$ cat src/rtl/w3_pkg.sv
// Shared definitions for the w3 weight banks: geometry, loader states and
// the signed weight type seen by both the loader and the w3 consumer.
package w3_pkg;
    localparam int NBANK   = 16;
    localparam int DEPTH   = 16;
    localparam int WADDR_W = 4;
    localparam int WDATA_W = 8;

    typedef enum logic [1:0] {
        IDLE = 2'd0,
        LOAD = 2'd1,
        CHK  = 2'd2,
        DONE = 2'd3
    } state_t;

    typedef logic signed [WDATA_W-1:0] weight_t;
endpackage

$ cat src/rtl/w3_loader_cksum.sv
// Checksum accumulator/comparator for the weight loader. Sums the unsigned
// value of every weight byte modulo 2^16, captures the two trailing checksum
// bytes (low then high) and flags a mismatch when the high byte arrives.
module w3_loader_cksum
    import w3_pkg::*;
(
    input  logic               clk,
    input  logic               xrst,
    input  logic               clr,
    input  logic               acc_en,
    input  logic               ck_en,
    input  logic               ck_hi,
    input  logic [WDATA_W-1:0] data,
    output logic               err
);
    logic [15:0]        sum_q;
    logic [WDATA_W-1:0] lo_q;
    logic               err_q;

    // Running sum, captured low byte, and sticky mismatch flag.
    always_ff @(posedge clk) begin
        if (xrst || clr) begin
            sum_q <= '0;
            lo_q  <= '0;
            err_q <= 1'b0;
        end else begin
            if (acc_en) begin
                sum_q <= sum_q + {8'd0, data};
            end
            if (ck_en && !ck_hi) begin
                lo_q <= data;
            end
            if (ck_en && ck_hi) begin
                err_q <= ({data, lo_q} != sum_q);
            end
        end
    end

    assign err = err_q;
endmodule

$ cat src/rtl/w3_loader.sv
// Weight bank loader: takes a valid/ready byte stream and writes it
// address-major into NBANK banks of DEPTH entries each. One load per start.
// Optional trailing checksum is enabled by defining W3_LOADER_CHECKSUM_EN.
module w3_loader #(
    parameter int NBANK = w3_pkg::NBANK,
    parameter int DEPTH = w3_pkg::DEPTH
) (
    input  logic                     clk,
    input  logic                     xrst,
    input  logic                     start,
    output logic                     finish,
    output logic                     busy,
    input  logic                     in_valid,
    output logic                     in_ready,
    input  logic [7:0]               in_data,
    output logic [NBANK-1:0]         w_we,
    output logic [$clog2(DEPTH)-1:0] w_waddr,
    output w3_pkg::weight_t          w_wdata,
    output logic                     err
);
    import w3_pkg::*;

    localparam int BANK_W = $clog2(NBANK);
    localparam int ADDR_W = $clog2(DEPTH);
    localparam int CNT_W  = BANK_W + ADDR_W;
    localparam logic [CNT_W-1:0] LAST = CNT_W'(NBANK * DEPTH - 1);

    state_t           state_q, state_d;
    logic [CNT_W-1:0] cnt_q, cnt_d;
    logic [NBANK-1:0] w_we_q;
    logic [ADDR_W-1:0] w_waddr_q;
    weight_t          w_wdata_q;
    logic [NBANK-1:0] we_dec;
    logic             accept;
    logic             write_en;
    logic             start_acc;

    assign accept    = in_valid && in_ready;
    assign write_en  = accept && (state_q == LOAD);
    assign start_acc = start && (state_q == IDLE);

    // Low bits of the byte counter select the bank.
    genvar gi;
    generate
        for (gi = 0; gi < NBANK; gi++) begin : g_dec
            assign we_dec[gi] = (cnt_q[BANK_W-1:0] == BANK_W'(gi));
        end
    endgenerate

    // State and byte counter registers.
    always_ff @(posedge clk) begin
        if (xrst) begin
            state_q <= IDLE;
            cnt_q   <= '0;
        end else begin
            state_q <= state_d;
            cnt_q   <= cnt_d;
        end
    end

    // Next-state logic; the counter wraps to zero after the last weight so
    // its bit 0 then tells the two checksum bytes apart.
    always_comb begin
        state_d = state_q;
        cnt_d   = cnt_q;
        case (state_q)
            IDLE: begin
                if (start) begin
                    state_d = LOAD;
                    cnt_d   = '0;
                end
            end
            LOAD: begin
                if (accept) begin
                    cnt_d = cnt_q + 1'b1;
                    if (cnt_q == LAST) begin
`ifdef W3_LOADER_CHECKSUM_EN
                        state_d = CHK;
`else
                        state_d = DONE;
`endif
                    end
                end
            end
            CHK: begin
                if (accept) begin
                    cnt_d = cnt_q + 1'b1;
                    if (cnt_q[0]) begin
                        state_d = DONE;
                    end
                end
            end
            DONE: begin
                state_d = IDLE;
            end
            default: begin
                state_d = IDLE;
            end
        endcase
    end

    // Registered write port: strobe one cycle after acceptance, zero otherwise.
    always_ff @(posedge clk) begin
        if (xrst) begin
            w_we_q    <= '0;
            w_waddr_q <= '0;
            w_wdata_q <= '0;
        end else begin
            w_we_q <= write_en ? we_dec : '0;
            if (write_en) begin
                w_waddr_q <= cnt_q[CNT_W-1:BANK_W];
                w_wdata_q <= weight_t'(in_data);
            end
        end
    end

    assign w_we     = w_we_q;
    assign w_waddr  = w_waddr_q;
    assign w_wdata  = w_wdata_q;
    assign in_ready = (state_q == LOAD) || (state_q == CHK);
    assign busy     = (state_q != IDLE);
    assign finish   = (state_q == DONE);

`ifdef W3_LOADER_CHECKSUM_EN
    w3_loader_cksum u_cksum (
        .clk    (clk),
        .xrst   (xrst),
        .clr    (start_acc),
        .acc_en (write_en),
        .ck_en  (accept && (state_q == CHK)),
        .ck_hi  (cnt_q[0]),
        .data   (in_data),
        .err    (err)
    );
`else
    assign err = 1'b0;
    logic unused_ok;
    assign unused_ok = start_acc;
`endif
endmodule
$ cat config.mk
export PLATFORM = sky130hd
export DESIGN_NAME = w3_loader
export DESIGN_NICKNAME = d
export VERILOG_FILES = /design/src/rtl/w3_pkg.sv /design/src/rtl/w3_loader_cksum.sv /design/src/rtl/w3_loader.sv
export SDC_FILE = /design/constraint.sdc
export NUM_CORES = 1
export LEC_CHECK = 0
export ABC_AREA = 1
export CAP_MARGIN = 10
export CORE_ASPECT_RATIO = 1.2
export CORE_MARGIN = 1.5
export CORE_UTILIZATION = 44
export CTS_BUF_LIST = sky130_fd_sc_hd__clkbuf_8
export DETAILED_ROUTE_END_ITERATION = 16
export GPL_ROUTABILITY_DRIVEN = 1
export HOLD_SLACK_MARGIN = 0.1
export PLACE_DENSITY = 0.78
export SLEW_MARGIN = 10
export SYNTH_ARGS = -nofsm -noshare
export SYNTH_HDL_FRONTEND = slang
export SYNTH_SLANG_ARGS = --single-unit
$ cat constraint.sdc
create_clock -name clk -period 1.4 [get_ports clk]
set_input_delay 0.35 -clock clk [delete_from_list [all_inputs] [get_ports clk]]
set_output_delay 0.35 -clock clk [all_outputs]
set_load 0.005 [all_outputs]
; ---- Word level (Yosys, flattened, before mapping)
; Index checks and enable logic that the tools add are counted.
[totals]
ff_bits = 38
latch_bits = 0
ramBits = 0
mem_bits_ro = 0
in_bits = 12
out_inout_bits = 32
wordCells = 52
mem_count = 0
[op_classes]
addsub = 1
n_mul = 0
div_mod_pow = 0
order_cmp = 0
n_eq_ne = 25
shift = 0
muxes = 9
bitwise = 1
reduce_logical = 11
[op_table]
columns = cell, count
row1 = 4-bit equality test (second input constant), 8
row2 = 4-bit by 3-bit equality test with 1-bit output (second input constant), 4
row3 = 8-bit 2-to-1 mux, 2
row4 = 8-bit case mux with 2 select lines, 1
row5 = 2-bit 2-to-1 mux, 5
row6 = 8-bit by 1-bit adder with 8-bit output (second input constant), 1
row7 = 4-bit by 2-bit equality test with 1-bit output (second input constant), 2
row8 = 8-bit equality test (second input constant), 1
row9 = 2-bit inequality test (second input constant), 4
row10 = 2-bit case mux with 4 select lines, 1
row11 = 5-bit AND reduction, 1
row12 = 2-bit equality test (second input constant), 2
row13 = 4-bit by 1-bit equality test with 1-bit output (second input constant), 1
row14 = 4-bit zero test, 1
row15 = 2-bit by 1-bit inequality test with 1-bit output (second input constant), 2
row16 = 2-bit nonzero test, 2
row17 = 2-bit OR reduction, 2
row18 = 3-bit AND reduction, 1
row19 = 2-bit by 1-bit equality test with 1-bit output (second input constant), 1
row20 = 1-bit logical AND, 2
row21 = 2-bit zero test, 1
row22 = 1-bit logical OR, 1
row23 = 1-bit NOT, 1

; ---- Depth between registers and ports, before layout
[depth]
word_depth = 6
mapped_depth = 10

; ---- Least setup slack after synthesis
; OpenSTA, ideal clock, no wires.
[synth_timing]
kind = reg2reg
startpoint = reg state_q[0]
endpoint = reg cnt_q[4]
setup_ns = 0.114
arrival_time_ns = 1.465
setup_slack_ns = -0.179
stages_incl_launch_ff = 8
path_buffers = 0
cell_sequence = dfxtp_1 inv_1 ha_1 inv_1 nand2_2 o21ai_0 o21bai_1 nor2_1
[synth_between]
elab_chain_cells = 5
elab_cells_between_ends = 11
classes_between = eq/ne: 4 / mux: 1 / reduce/logical: 6
[synth_lines]
columns = item, line
row1 = from (decl), w3_loader.sv:28  ; state_t state_q, state_d;
row2 = from (signal assigned), w3_loader.sv:56  ; state_q <= state_d;
row3 = 2-bit by 1-bit equality test with 1-bit output / 2-bit equality test (equally long branches), w3_loader.sv:120  ; assign in_ready = (state_q == LOAD) || (state_q == CHK);
row4 = 1-bit logical OR (*), w3_loader.sv:120
row5 = net in_ready, w3_loader.sv:14  ; output logic in_ready,
row6 = 1-bit logical AND (*), w3_loader.sv:38  ; assign accept = in_valid && in_ready;
row7 = 2-bit by 1-bit inequality test with 1-bit output (no source line) (*), -
row8 = 3-bit AND reduction (no source line) (*), -
row9 = to (signal assigned), w3_loader.sv:57  ; cnt_q <= cnt_d;
row10 = to (decl), w3_loader.sv:29  ; logic [CNT_W-1:0] cnt_q, cnt_d;
; Mark *: on every way through the listed nets, which the timed path passes. The rest lies on a longest branch.
; A chain may end at the register's enable or synchronous reset.

; ---- Final worst setup path
[layout_timing]
startpoint = reg state_q[1]
endpoint = reg cnt_q[4]
[layout_between]
elab_chain_cells = 5
elab_cells_between_ends = 11
classes_between = eq/ne: 4 / mux: 1 / reduce/logical: 6
[layout_lines]
columns = item, line
row1 = 2-bit by 1-bit equality test with 1-bit output / 2-bit equality test (equally long branches), "w3_loader.sv:66, w3_loader.sv:120"
row2 = 1-bit logical OR, w3_loader.sv:120
row3 = 1-bit logical AND, w3_loader.sv:38
row4 = 2-bit by 1-bit inequality test with 1-bit output (no source line), -
row5 = 3-bit AND reduction (no source line), -
; Parallel ways exist; a longest one is shown, timed or not.

==> run summary <==
The flow ran to the end, but the final reports show violations. The final reports fail on setup timing. The repair_antennas step left the layout with diodes totalling 0. The DRC violation total after the first TritonRoute iteration is 30, and the number of warnings issued by yosys is 0. For the initial cell density of the core, the log shows 0.459. In this run the critical register-to-register path is captured at cnt_q[4]. The first-pass GRT wire length is 5.22 mm, and the clock edge transition at the registers on the reported setup and hold paths is 0.07 ns.

Of all cell types, the one taking the most synthesized area is sky130_fd_sc_hd__dfxtp_1. Using the TritonRoute via totals, the vias-per-cell ratio works out to 4.82. Number of H-tree levels: 2. Static timing analysis puts the maximum clock frequency at 673 MHz. For the initial antenna violation count, the log shows 0.

The slack of the worst reg-to-reg path is -0.09 ns, and the wire length after detailed routing is 3.58 mm. Tracing the worst setup path back leads to its startpoint at state_q[1]. The tools report the final-stage net count as 276.

Setup repair after global routing could not meet its margin everywhere. The number of maximum-capacitance violations is 0, and the detailed placement HPWL is 2.33 mm. Type of the worst setup path: register to register.

After floorplanning, the core was sized to cover 0.00334 mm^2. The element type at the critical path end is a register. For the sink count of the clock tree, the log shows 38. The vertical die dimension is 67.7 um. The routed layout has 1413 vias. Yosys mapped a number of flops with a built-in enable equal to 0. The capturing element of the worst setup path is cnt_q[4].

The final max-slew violation count was 0; the instance area after placement was 0.00213 mm^2. Sorting the synthesized cells by how often they occur yields sky130_fd_sc_hd__nor2_1 (41), sky130_fd_sc_hd__dfxtp_1 (38), sky130_fd_sc_hd__nand2_1 (22). The path class of the lowest-slack min-delay path was register to register.

The number of antenna-violating nets in the routed design was 0; the first-pass iteration count of the detailed router was 4. The area growth from synthesis to layout is 53.8%. The required arrival time at the worst endpoint is 1.59 ns. The count of final setup violators was 11. TritonCTS built the clock tree. The fraction of the cycle the final worst path needs is 1.06.

For this design, the CTS-stage hold fixing added 0 buffers. In this run the power density over the cells is 1880 mW/mm^2. The highest net fanout along the worst path is 4.

The arrival time of the worst setup path was 1.67 ns; the total die area was 0.00385 mm^2. The tools report the number of failing hold endpoints at the final stage as 0. The sequential element share of the synthesized area is 0.496, and the number of global-route vias before repair is 1190. In this run the static leakage power is 1.12 nW. The commonest register cell after synthesis was sky130_fd_sc_hd__dfxtp_1.

The worst hold slack was 0.476 ns; the number of cells produced by synthesis was 187. After detailed routing, the average wire length per cell comes to 12.2 um. Buffers inserted during clock tree synthesis total 5. For the number of cell rows, the log shows 23.

Across the routed clock network, the largest skew measured is 0.00418 ns. The fraction of synthesized cell area taken by the top area cell type came out at 0.496. The depth of the most critical reg-to-reg path was 8. Source of the worst register-to-register timing path: state_q[1]. The tools report the number of unique standard cell types used by synthesis as 21.

STA classifies the critical path startpoint as a register. Measured along the x axis, the die boundary spans 56.9 um. The maximum vdd drop was 0.00159 V; the number of top-level pins was 44. For the final critical-path setup slack, the log shows -0.0855 ns. Once layout is done, the placed cells without fillers occupy 0.00236 mm^2.

In this run the cell area of the synthesized design comes to 0.00153 mm^2. A synthesized cell averages 8.20 um^2. The run gives 208 as the post-synth net total.

Yosys instantiated no cell more often than sky130_fd_sc_hd__nor2_1. At the later pin of the worst-skew pair, clock insertion delay measures 0.29 ns. The tree is rooted in a sky130_fd_sc_hd__clkbuf_8. For the combined global-route utilization of all metal layers, the log shows 0.179. The total grt overflow was 0. The number of buffers inserted by port buffering works out to 42. The share of cells above drive strength 1 came out at 0.258.

Entering global routing, the biggest net connects 17 pins. In this run, synthesis produced a sequential element count of 38. At the end of routability-driven placement, the weighted congestion stood at 0.848. Counting I/O delays and the setup requirement, the final critical path takes 1.49 ns. Ranked by total cell area, the synthesized netlist is headed by sky130_fd_sc_hd__dfxtp_1 (50%), sky130_fd_sc_hd__nor2_1 (10%), sky130_fd_sc_hd__ha_1 (7.3%). The worst-case clock buffer depth was 2.

The share of async-settable or async-resettable flops after synthesis came out at 0. The tools report the detailed-route DRC error count as 0.
where the power goes:
part	internal (mW)	total (mW)	switching (mW)
clock	0.760	1.13	0.375
sequential	1.22	1.31	0.0878
combinational	0.976	1.99	1.01
total	2.96	4.44	1.48
worst max-delay path, cell delays in order (launching register included):
cell,delay (ns)
sky130_fd_sc_hd__dfxtp_2,0.35
sky130_fd_sc_hd__inv_2,0.05
sky130_fd_sc_hd__ha_4,0.27
sky130_fd_sc_hd__buf_6,0.11
sky130_fd_sc_hd__nand2_4,0.06
sky130_fd_sc_hd__a21oi_4,0.23
sky130_fd_sc_hd__nand3_2,0.08
sky130_fd_sc_hd__o21bai_1,0.17
sky130_fd_sc_hd__nor2_2,0.06
worst min-delay path by stage:
stage	from	endpoint	slack, ns	cells after the start
2_1_floorplan	xrst	cnt_q[6]	0.42	1
3_3_place_gp	w_wdata[4]	w_wdata[4]	0.46	2
3_5_place_dp	w_wdata[6]	w_wdata[6]	0.47	2
4_1_cts	w_wdata[1]	w_wdata[1]	0.48	2
5_1_grt	w_wdata[4]	w_wdata[4]	0.51	2
6_report	w_wdata[6]	w_wdata[6]	0.48	2
layout by cell type (no fill, tap or decap):
cell type,instances
sky130_fd_sc_hd__nand2_1,21
sky130_fd_sc_hd__o21bai_1,1
sky130_fd_sc_hd__buf_4,19
sky130_fd_sc_hd__nor2_1,39
sky130_fd_sc_hd__clkdlybuf4s50_1,11
sky130_fd_sc_hd__nand2_2,5
sky130_fd_sc_hd__a211oi_2,2
sky130_fd_sc_hd__ha_1,8
sky130_fd_sc_hd__dfxtp_2,3
sky130_fd_sc_hd__buf_2,3
sky130_fd_sc_hd__nand3_2,2
sky130_fd_sc_hd__bufinv_16,2
sky130_fd_sc_hd__dfxtp_1,35
sky130_fd_sc_hd__buf_12,1
sky130_fd_sc_hd__clkbuf_8,6
sky130_fd_sc_hd__nand2_4,3
sky130_fd_sc_hd__nand4_1,3
sky130_fd_sc_hd__a21oi_2,3
sky130_fd_sc_hd__buf_6,2
sky130_fd_sc_hd__xor2_1,2
sky130_fd_sc_hd__a21oi_1,8
sky130_fd_sc_hd__o21ai_1,5
sky130_fd_sc_hd__nand3_1,4
sky130_fd_sc_hd__nor2_2,1
sky130_fd_sc_hd__conb_1,1
sky130_fd_sc_hd__inv_2,4
sky130_fd_sc_hd__inv_1,16
sky130_fd_sc_hd__o21ai_0,8
sky130_fd_sc_hd__nor2_4,3
sky130_fd_sc_hd__dlygate4sd2_1,28
sky130_fd_sc_hd__a21oi_4,2
sky130_fd_sc_hd__ha_4,1
sky130_fd_sc_hd__inv_4,1
sky130_fd_sc_hd__nand3_4,1
sky130_fd_sc_hd__o21ai_2,2
metrics by stage:
step                worst slack, ns  setup TNS [ns]  power, mW   util  std cells
floorplan                    0.0103               0       2.15      -        187
global placement             -0.186           -4.22       2.82  0.638        279
detailed placement           -0.219           -4.95       2.85  0.638        279
CTS                         -0.0443          -0.117       4.01  0.676        287
global route                 -0.192           -2.35       4.65  0.706        293
finish                      -0.0855          -0.530       4.44  0.706        293
registers in the layout, summed over array words and instances (netlist names):
register	flops
cnt_q	8
state_q	2
w_waddr	4
w_wdata	8
w_we	16
per-layer routing:
layer  track usage  vias to the layer above  routed length (um)
met5             0                        -                   0
met4        0.0930                        0                  55
met3        0.0402                        7                 142
met2         0.318                       35                1960
met1         0.201                      646                1430
li1              -                      725                   -
timing repair:
action | CTS | global route
resized for setup | 52 | 15
buffers inserted | 0 | 6
gates cloned | 0 | 0
pin swaps | 2 | 10
endpoints found under the setup margin | 42 | 24
cell type report:
cell class	count	area [um^2]
clock inverter	2	60.1
fill	271	981
timing repair buffer	64	556
tap	37	46.3
inverter	21	81.3
sequential	38	764
clock buffer	6	82.6
multi-input combinational	125	767
kinds of logic after synthesis:
kind of cell    synth area share
simple gates               0.239
flops                      0.496
xor+xnor                  0.0114
other cells              0.00245
buf+inv                   0.0637
fa+ha+maj                 0.0735
compound gates             0.113
Power figures use the tool's default switching activity.
